`config.mk`:
```
export PLATFORM = sky130hd
export DESIGN_NAME = nested_call_responder_flat
export DESIGN_NICKNAME = d
export VERILOG_FILES = /design/src/rtl/nested_call_responder_pkg.sv /design/src/rtl/nested_call_responder_if.sv /design/src/rtl/nested_call_responder_call_stage.sv /design/src/rtl/nested_call_responder.sv /design/src/flat_wrapper.sv
export SDC_FILE = /design/constraint.sdc
export NUM_CORES = 1
export LEC_CHECK = 0
export CAP_MARGIN = 25
export CORE_UTILIZATION = 45
export CTS_BUF_LIST = sky130_fd_sc_hd__clkbuf_2 sky130_fd_sc_hd__clkbuf_4 sky130_fd_sc_hd__clkbuf_8
export CTS_CLUSTER_SIZE = 8
export DETAILED_ROUTE_END_ITERATION = 12
export GPL_TIMING_DRIVEN = 0
export PLACE_DENSITY = 0.71
export SYNTH_ARGS = -nofsm -noshare
export SYNTH_HDL_FRONTEND = slang
export SYNTH_SLANG_ARGS = --single-unit
```
`constraint.sdc`:
```
create_clock -name clock -period 1.85 [get_ports clock]
set_input_delay 0.185 -clock clock [delete_from_list [all_inputs] [get_ports clock]]
set_output_delay 0.185 -clock clock [all_outputs]
set_load 0.03 [all_outputs]
```
`src/rtl/nested_call_responder_pkg.sv`:
```
// Shared types for the nested-call responder: op codes, default widths,
// the slot record layout and the per-stage op masks.
package nested_call_pkg;

  localparam int DEF_WIDTH = 8;
  localparam int DEF_TAG_W = 4;
  localparam int DEF_CNT_W = 16;

  typedef enum logic [1:0] {
    OP_ADD_ONE = 2'd0,
    OP_ADD_TWO = 2'd1,
    OP_NESTED  = 2'd2,
    OP_PASS    = 2'd3
  } op_e;

  typedef struct packed {
    logic                 valid;
    op_e                  op;
    logic [DEF_TAG_W-1:0] tag;
    logic [DEF_WIDTH-1:0] data;
  } slot_t;

  // Mask bit n set means op code n receives the stage increment.
  localparam logic [3:0] MASK_S1 = 4'b0110;  // ADD_TWO, NESTED
  localparam logic [3:0] MASK_S2 = 4'b0101;  // ADD_ONE, NESTED

endpackage

```
`src/rtl/nested_call_responder_if.sv`:
```
// Request/response handshake bundle for the nested-call responder.
// master: initiator side (drives requests, accepts responses)
// slave : responder side
interface nested_call_responder_if
  import nested_call_pkg::*;
#(
  parameter int WIDTH = DEF_WIDTH,
  parameter int TAG_W = DEF_TAG_W
) ();

  logic             req_valid;
  logic             req_ready;
  op_e              req_op;
  logic [TAG_W-1:0] req_tag;
  logic [WIDTH-1:0] req_data;
  logic             resp_valid;
  logic             resp_ready;
  logic [TAG_W-1:0] resp_tag;
  logic [WIDTH-1:0] resp_data;

  modport master (
    output req_valid, req_op, req_tag, req_data, resp_ready,
    input  req_ready, resp_valid, resp_tag, resp_data
  );

  modport slave (
    input  req_valid, req_op, req_tag, req_data, resp_ready,
    output req_ready, resp_valid, resp_tag, resp_data
  );

endinterface

```
`src/rtl/nested_call_responder_call_stage.sv`:
```
// One elastic slot register. Loads its input entry when adv is high,
// adding INC to the data for ops whose bit is set in OP_MASK.
// Ports: clock/reset, in_* (incoming entry), adv (slot may move),
//        out_* (held entry).
module call_stage
  import nested_call_pkg::*;
#(
  parameter int         WIDTH   = DEF_WIDTH,
  parameter int         TAG_W   = DEF_TAG_W,
  parameter int         INC     = 0,
  parameter logic [3:0] OP_MASK = 4'b0000
) (
  input  logic             clock,
  input  logic             reset,
  input  logic             in_valid,
  input  op_e              in_op,
  input  logic [TAG_W-1:0] in_tag,
  input  logic [WIDTH-1:0] in_data,
  input  logic             adv,
  output logic             out_valid,
  output op_e              out_op,
  output logic [TAG_W-1:0] out_tag,
  output logic [WIDTH-1:0] out_data
);

  localparam logic [WIDTH-1:0] INC_V = WIDTH'(INC);

  always_ff @(posedge clock or posedge reset) begin
    if (reset) begin
      out_valid <= 1'b0;
      out_op    <= OP_ADD_ONE;
      out_tag   <= '0;
      out_data  <= '0;
    end else if (adv) begin
      out_valid <= in_valid;
      // Payload only moves with a real entry; a bubble just clears valid.
      if (in_valid) begin
        out_op   <= in_op;
        out_tag  <= in_tag;
        out_data <= in_data + (OP_MASK[in_op] ? INC_V : '0);
      end
    end
  end

endmodule

```
`src/rtl/nested_call_responder.sv`:
```
// Elastic in-order responder: request -> S1 (+2 stage) -> S2 (+1 stage)
// -> OUT response register. Three entries of capacity, full throughput.
// Ports: clock, reset (async, active-high), bus (slave side of the
// handshake bundle), resp_count (completed responses, wraps), busy.
module nested_call_responder
  import nested_call_pkg::*;
#(
  parameter int WIDTH = DEF_WIDTH,
  parameter int TAG_W = DEF_TAG_W,
  parameter int CNT_W = DEF_CNT_W
) (
  input  logic                    clock,
  input  logic                    reset,
  nested_call_responder_if.slave  bus,
  output logic [CNT_W-1:0]        resp_count,
  output logic                    busy
);

  logic             s1_valid, s2_valid, out_valid;
  op_e              s1_op, s2_op_unused;
  logic [TAG_W-1:0] s1_tag, s2_tag, out_tag;
  logic [WIDTH-1:0] s1_data, s2_data, out_data;
  logic             out_adv, s2_adv, s1_adv;

  // Ready ripples back from the consumer; this is the only
  // combinational path through the block.
  assign out_adv = !out_valid || bus.resp_ready;
  assign s2_adv  = !s2_valid  || out_adv;
  assign s1_adv  = !s1_valid  || s2_adv;
  assign bus.req_ready = s1_adv;

  call_stage #(
    .WIDTH(WIDTH), .TAG_W(TAG_W), .INC(2), .OP_MASK(MASK_S1)
  ) u_s1 (
    .clock    (clock),
    .reset    (reset),
    .in_valid (bus.req_valid),
    .in_op    (bus.req_op),
    .in_tag   (bus.req_tag),
    .in_data  (bus.req_data),
    .adv      (s1_adv),
    .out_valid(s1_valid),
    .out_op   (s1_op),
    .out_tag  (s1_tag),
    .out_data (s1_data)
  );

  call_stage #(
    .WIDTH(WIDTH), .TAG_W(TAG_W), .INC(1), .OP_MASK(MASK_S2)
  ) u_s2 (
    .clock    (clock),
    .reset    (reset),
    .in_valid (s1_valid),
    .in_op    (s1_op),
    .in_tag   (s1_tag),
    .in_data  (s1_data),
    .adv      (s2_adv),
    .out_valid(s2_valid),
    .out_op   (s2_op_unused),
    .out_tag  (s2_tag),
    .out_data (s2_data)
  );

  // OUT slot: the op is fully consumed by now, so only tag/data are kept.
  always_ff @(posedge clock or posedge reset) begin
    if (reset) begin
      out_valid <= 1'b0;
      out_tag   <= '0;
      out_data  <= '0;
    end else if (out_adv) begin
      out_valid <= s2_valid;
      if (s2_valid) begin
        out_tag  <= s2_tag;
        out_data <= s2_data;
      end
    end
  end

  always_ff @(posedge clock or posedge reset) begin
    if (reset) begin
      resp_count <= '0;
    end else if (out_valid && bus.resp_ready) begin
      resp_count <= resp_count + CNT_W'(1);
    end
  end

  assign bus.resp_valid = out_valid;
  assign bus.resp_tag   = out_tag;
  assign bus.resp_data  = out_data;
  assign busy           = s1_valid | s2_valid | out_valid;

endmodule

```
`src/flat_wrapper.sv`:
```
// flat-port wrapper written by rule: the top's interface ports become plain ports
module nested_call_responder_flat import nested_call_pkg::*;
#(
  parameter int WIDTH = DEF_WIDTH,
  parameter int TAG_W = DEF_TAG_W,
  parameter int CNT_W = DEF_CNT_W
)
  (clock, reset, resp_count, busy, bus_req_valid, bus_req_op, bus_req_tag, bus_req_data, bus_resp_ready, bus_req_ready, bus_resp_valid, bus_resp_tag, bus_resp_data);
  nested_call_responder_if #(.WIDTH(WIDTH), .TAG_W(TAG_W)) bus_i ();
  input  logic clock;
  input  logic reset;
  output logic [CNT_W-1:0] resp_count;
  output logic busy;
  input wire logic [$bits(bus_i.req_valid)-1:0] bus_req_valid;
  input wire logic [$bits(bus_i.req_op)-1:0] bus_req_op;
  input wire logic [$bits(bus_i.req_tag)-1:0] bus_req_tag;
  input wire logic [$bits(bus_i.req_data)-1:0] bus_req_data;
  input wire logic [$bits(bus_i.resp_ready)-1:0] bus_resp_ready;
  output wire logic [$bits(bus_i.req_ready)-1:0] bus_req_ready;
  output wire logic [$bits(bus_i.resp_valid)-1:0] bus_resp_valid;
  output wire logic [$bits(bus_i.resp_tag)-1:0] bus_resp_tag;
  output wire logic [$bits(bus_i.resp_data)-1:0] bus_resp_data;
  assign bus_i.req_valid = bus_req_valid;
  assign bus_i.req_op = bus_req_op;
  assign bus_i.req_tag = bus_req_tag;
  assign bus_i.req_data = bus_req_data;
  assign bus_i.resp_ready = bus_resp_ready;
  assign bus_req_ready = bus_i.req_ready;
  assign bus_resp_valid = bus_i.resp_valid;
  assign bus_resp_tag = bus_i.resp_tag;
  assign bus_resp_data = bus_i.resp_data;
  nested_call_responder #(.WIDTH(WIDTH), .TAG_W(TAG_W), .CNT_W(CNT_W)) u_core (.clock(clock), .reset(reset), .bus(bus_i), .resp_count(resp_count), .busy(busy));
endmodule
```
Word level (Yosys, flattened, before mapping). Cells that the tools add are included. Widths: inputs -> output; s select.

Register bits: 57. Bits in latches: 0. RAM bits: 0. ROM bits: 0. Bits of input ports: 18. Output and inout port bits: 31. Word-level logic and storage cells: 34. Memories kept: 0.

$add $sub $neg: 3. Multipliers: 0. Div/mod/pow operators: 0. $lt $le $gt $ge: 2. Equal/unequal tests: 0. Shift operators: 0. Muxes and demuxes: 6. Bitwise logic cells: 2. Reduce and logical (&&, ||, !) cells: 10.

Operators with widths (number): $add 16x1->16 const B (1); $add 8x1->8 (1); $add 8x2->8 (1); $lt 2x3->1 const B (2); $reduce_and 2->1 (3); $bmux 1 s2 (2); $logic_not 1->1 (3); $logic_or 1x1->1 (3); $mux 1 (3); $mux 2 (1); $or 1x1->1 (2); $logic_and 1x1->1 (1).

Logic depth before layout (Yosys ltp).
Depth after elaboration: 5. Mapped depth: 7. Mapped depth without buffers: 7.

Modules after synthesis. From an unflattened synthesis, not the netlist that was laid out.

Cells, all modules: 212. Area, all modules: 2627.5 um^2.

By module, submodules not included: nested_call_responder (times used 1, cells each 95, area each 1257.5 um^2, seq. area each 725.7 um^2); call_stage at u_core.u_s1 (times used 1, cells each 57, area each 698.2 um^2, seq. area each 375.4 um^2); call_stage at u_core.u_s2 (times used 1, cells each 60, area each 671.9 um^2, seq. area each 375.4 um^2).

Worst setup path before layout. No wires, ideal clock.

Path kind: register -> register. Start point: register u_core.out_valid, in the netlist u_core.bus.resp_valid. End point: register u_core.u_s1.out_data[0]. Library setup time: 125 ps. Arrival: 1591 ps. Required time: 1725 ps. Path slack: 134 ps. Stages on the path, launching flop included: 4. Buffers on the path: 0. Period minus slack after synthesis: 1716 ps. Cell sequence: dfrtp_1 -> nand4b_2 -> nand2_4 -> mux2_2.

Longest elaborated chain between the ends: 5.

Ends and longest elaborated chain: start: declaration (line nested_call_responder.sv:19) `logic s1_valid, s2_valid, out_valid;`; start signal: assignment (line nested_call_responder.sv:71) `out_valid <= s2_valid;`; $logic_not 1->1 (line nested_call_responder.sv:27) `assign out_adv = !out_valid || bus.resp_ready;`; $logic_or 1x1->1 (line nested_call_responder.sv:27); $logic_or 1x1->1 (line nested_call_responder.sv:28) `assign s2_adv = !s2_valid || out_adv;`; $logic_or 1x1->1 (line nested_call_responder.sv:29) `assign s1_adv = !s1_valid || s2_adv;`; net bus_req_ready (line flat_wrapper.sv:19) `output wire logic [$bits(bus_i.req_ready)-1:0] bus_req_ready;`; $reduce_and 2->1 (no line); end signal: assignment (line nested_call_responder_call_stage.sv:40) `out_data <= in_data + (OP_MASK[in_op] ? INC_V : '0);`; end: declaration (line nested_call_responder_call_stage.sv:23) `output logic [WIDTH-1:0] out_data`.

The timed path passes the listed nets, and every way through them passes these cells. A chain may end at the register's enable or synchronous reset.

Worst setup path after layout.
Start point: register u_core.out_valid, in the netlist u_core.bus.resp_valid. End point: output bus_resp_valid.

RTL lines: end: declaration (line flat_wrapper.sv:20) `output wire logic [$bits(bus_i.resp_valid)-1:0] bus_resp_valid;`.

No word-level cell between the ends.

==> metrics.md <==
| Metric | Value |
|---|---|
| Cell variety after synth | `30` |
| Final cell count without fillers | `320` |
| FP Rows | `26` |
| Startpoint types | `register` |
| Dpl hpwl | `2.96 mm` |
| Hold buffers post-CTS | `0` |
| CP required | `1.66 ns` |
| Height of the chip | `76.5 µm` |
| GRT Util Overall | `0.154` |
| Slew Viols, Final | `0` |
| 1st-iter DRT viols | `79` |
| H-Tree Depth | `2` |
| Remaining antenna violation count | `0` |
| Syn Std Cell Area | `0.00250 mm²` |
| Worst setup path category | `register to output port` |
| Cells after Synth | `193` |
| Area growth, synth to finish | `28.0%` |
| Hold WC Path Type | `primary input to async pin` |
| RSZ-0062 raised after global routing | `no` |
| Initial antenna violation count | `0` |
| Core ar. | `0.00524 mm²` |
| Max Clock Skew | `0.00901 ns` |
| Fill count | `410` |
| Final Hold Viols | `0` |
| CP bufs+invs | `1` |
| Maximum buffer depth of the clock tree | `2` |
| Crit-path slowest cell | `clkdlybuf4s50_1` |
| Crit end category | `output port` |
| Dpl cells | `312` |
| Avg Inst Size Synth | `13.0 µm²` |
| Crit path DAT | `1.48 ns` |
| Worst-Skew Late Latency | `0.31 ns` |
| Pin count of the biggest net entering global routing | `30` |
| Register area share after synthesis | `0.561` |
| GP Congestion | `0.730` |
| CTS tree | `yes` |
| Crit-path max cell delay | `0.70 ns` |
| Reg clk slew, reported paths | `0.10 ns` |
| Vias | `1537` |
| Min cycle time layout | `1.67 ns` |
| IO Pins | `49` |
| Syn Nets | `216` |
| Status | `finished clean` |
| PD cells | `1220 mW/mm²` |
| Peak supply drop | `673 µV` |
| Detailed Routing Iterations Pass 1 | `4` |
| Critical-path maximum fanout | `8` |
| Max Cap Viol | `0` |
| Fin crit share | `0.902` |
| Leak Pwr | `1.39 nW` |
| Clk root buf | `clkbuf_8` |
| Final #Nets | `272` |
| Vias per inst | `4.80` |
| Yosys warning count | `0` |
| Largest delay contributor family on the critical path | `buffers and inverters` |
| # port buffers | `48` |
| Slew margin rel. | `0.602` |
| Initial core utilization | `0.477` |
| CTS Sinks | `56` |
| Hold Slack | `0.257 ns` |
| Die ar. | `0.00586 mm²` |
| DRC errors left | `0` |
| Fmax | `599 MHz` |
| CTS buffer count | `5` |
| Antenna Cells | `0` |
| Worst Tran Pin Value | `0.597 ns` |
| Layout cells sized above 1 | `0.220` |
| Final WL | `3.98 mm` |
| Vias in the first global route | `1451` |
| WL per Instance | `12.4 µm` |
| Synthesized flop and latch total | `56` |
| Worst path cell trace | `clkdlybuf4s50_1` |
| Die X | `76.5 µm` |
| First-pass GRT wire length | `6.88 mm` |
| GR Overflow Total | `0` |
| Final setup violation count | `0` |
-- cells in the final DEF, fill, tap and decap left out, types with 2 or more instances in the layout --
cell type / Yosys / final
clkdlybuf4s50_1: 0 / 46
dfrtp_1: 56 / 55
nor2_1: 7 / 7
nand2b_1: 3 / 3
inv_1: 4 / 3
nand4_1: 2 / 2
ha_1: 5 / 5
xnor2_1: 21 / 21
mux2_2: 17 / 17
nand3_1: 11 / 11
clkinv_4: 0 / 2
nand3_2: 2 / 2
xor2_1: 6 / 6
mux2_4: 10 / 10
o21ai_0: 10 / 10
buf_12: 1 / 2
nor2_4: 2 / 2
nand2_2: 2 / 2
clkbuf_8: 0 / 5
nand2_1: 21 / 21
-- metrics by stage --
| stage | setup TNS [ns] | power, mW | util | cell area (µm²) | setup slack (ns) |
|---|---|---|---|---|---|
| after global routing | 0 | 4.15 | 0.611 | 3200 | 0.130 |
| after floorplan | 0 | 2.63 | - | 2500 | 0.134 |
| after global placement | -40.24 | 3.13 | 0.586 | 3070 | -0.719 |
| after CTS | 0 | 3.97 | 0.612 | 3200 | 0.0147 |
| final | 0 | 3.92 | 0.611 | 3200 | 0.182 |
| after detailed placement | -0.0254 | 3.17 | 0.590 | 3090 | -0.0254 |
-- synth_stat cells --
library cell,count,share of area
xor2_1,6,0.021
buf_6,1,0.0045
nand2b_1,3,0.0075
or3_2,1,0.0030
nand2_2,2,0.0050
and2_1,1,0.0025
nor2_2,1,0.0025
dfrtp_1,56,0.56
a21oi_2,1,0.0035
nand3b_1,1,0.0030
nor2_1,7,0.011
nand2_4,1,0.0045
inv_1,4,0.0060
buf_4,1,0.0030
nand3_2,2,0.0080
nor2_4,2,0.0090
xnor2_1,21,0.074
buf_12,1,0.0080
mux2_2,17,0.077
mux2_4,10,0.060
nor3_4,1,0.0065
nand4_1,2,0.0050
or2b_1,1,0.0030
nand3_1,11,0.022
ha_1,5,0.025
nand2_1,21,0.032
and4_1,1,0.0035
nand4b_2,1,0.0060
o21ai_0,10,0.020
nand4_2,1,0.0050
-- metal layers --
metal / wire, µm / part of all wire / track usage
met5: 0 / 0 / 0
met4: 54 / 0.014 / 0.0635
met3: 149 / 0.037 / 0.0395
met2: 1860 / 0.47 / 0.244
met1: 1910 / 0.48 / 0.201
-- sequential cells by signal, indices dropped and copies added, names as in the netlist, 4 cells and up --
register	flops
u_core.bus.resp_tag	4
u_core.bus.resp_data	8
u_core.resp_count	16
u_core.u_s2.out_tag	4
u_core.u_s1.out_tag	4
u_core.u_s1.out_data	8
u_core.u_s2.out_data	8
-- power by group --
group          switching (mW)  internal, mW
Combinational           0.664         0.682
Sequential              0.249          1.53
Clock                   0.386         0.408
-- final cells by class --
type                       instances  area [µm²]  area share
multi-input combinational        130        1040       0.327
inverter                           4        15.0     0.00469
tap                               70        87.6      0.0274
clock buffer                       5        68.8      0.0215
clock inverter                     3        47.5      0.0149
sequential                        56        1400       0.438
buffer                             3        38.8      0.0121
timing repair buffer              49         494       0.154
-- final timing paths --
check | from | to | slack, ns | cells past startpoint
worst max-delay path | u_core.bus.resp_valid$_DFFE_PP0P_ | bus_resp_valid | 0.18 | 1
worst min-delay path | reset | u_core.bus.resp_valid$_DFFE_PP0P_ | 0.26 | 2
worst max register to register | u_core.u_s1.out_op[0]$_DFFE_PP0P_ | u_core.u_s2.out_data[6]$_DFFE_PP0P_ | 0.39 | 7
worst min register to register | u_core.resp_count[15]$_DFFE_PP0P_ | u_core.resp_count[15]$_DFFE_PP0P_ | 0.48 | 1
max in group asynchronous | reset | u_core.u_s2.out_tag[0]$_DFFE_PP0P_ | 1.04 | 3
min in group clock | u_core.resp_count[15]$_DFFE_PP0P_ | u_core.resp_count[15]$_DFFE_PP0P_ | 0.48 | 1
-- cell families after synthesis --
family / synth area share
AO/OA/AOI/OAI: 0.0235
XOR/XNOR: 0.0946
adder cells (fa/ha/maj): 0.0250
buffers and inverters: 0.0215
flip-flops: 0.561
multiplexers: 0.137
AND/OR/NAND/NOR: 0.138
-- what timing repair did --
action	CTS	global route
endpoints found under the setup margin	2	1
pin swaps	0	0
buffers inserted	0	0
resized for setup	3	2
(Power assumes the default switching activity.)
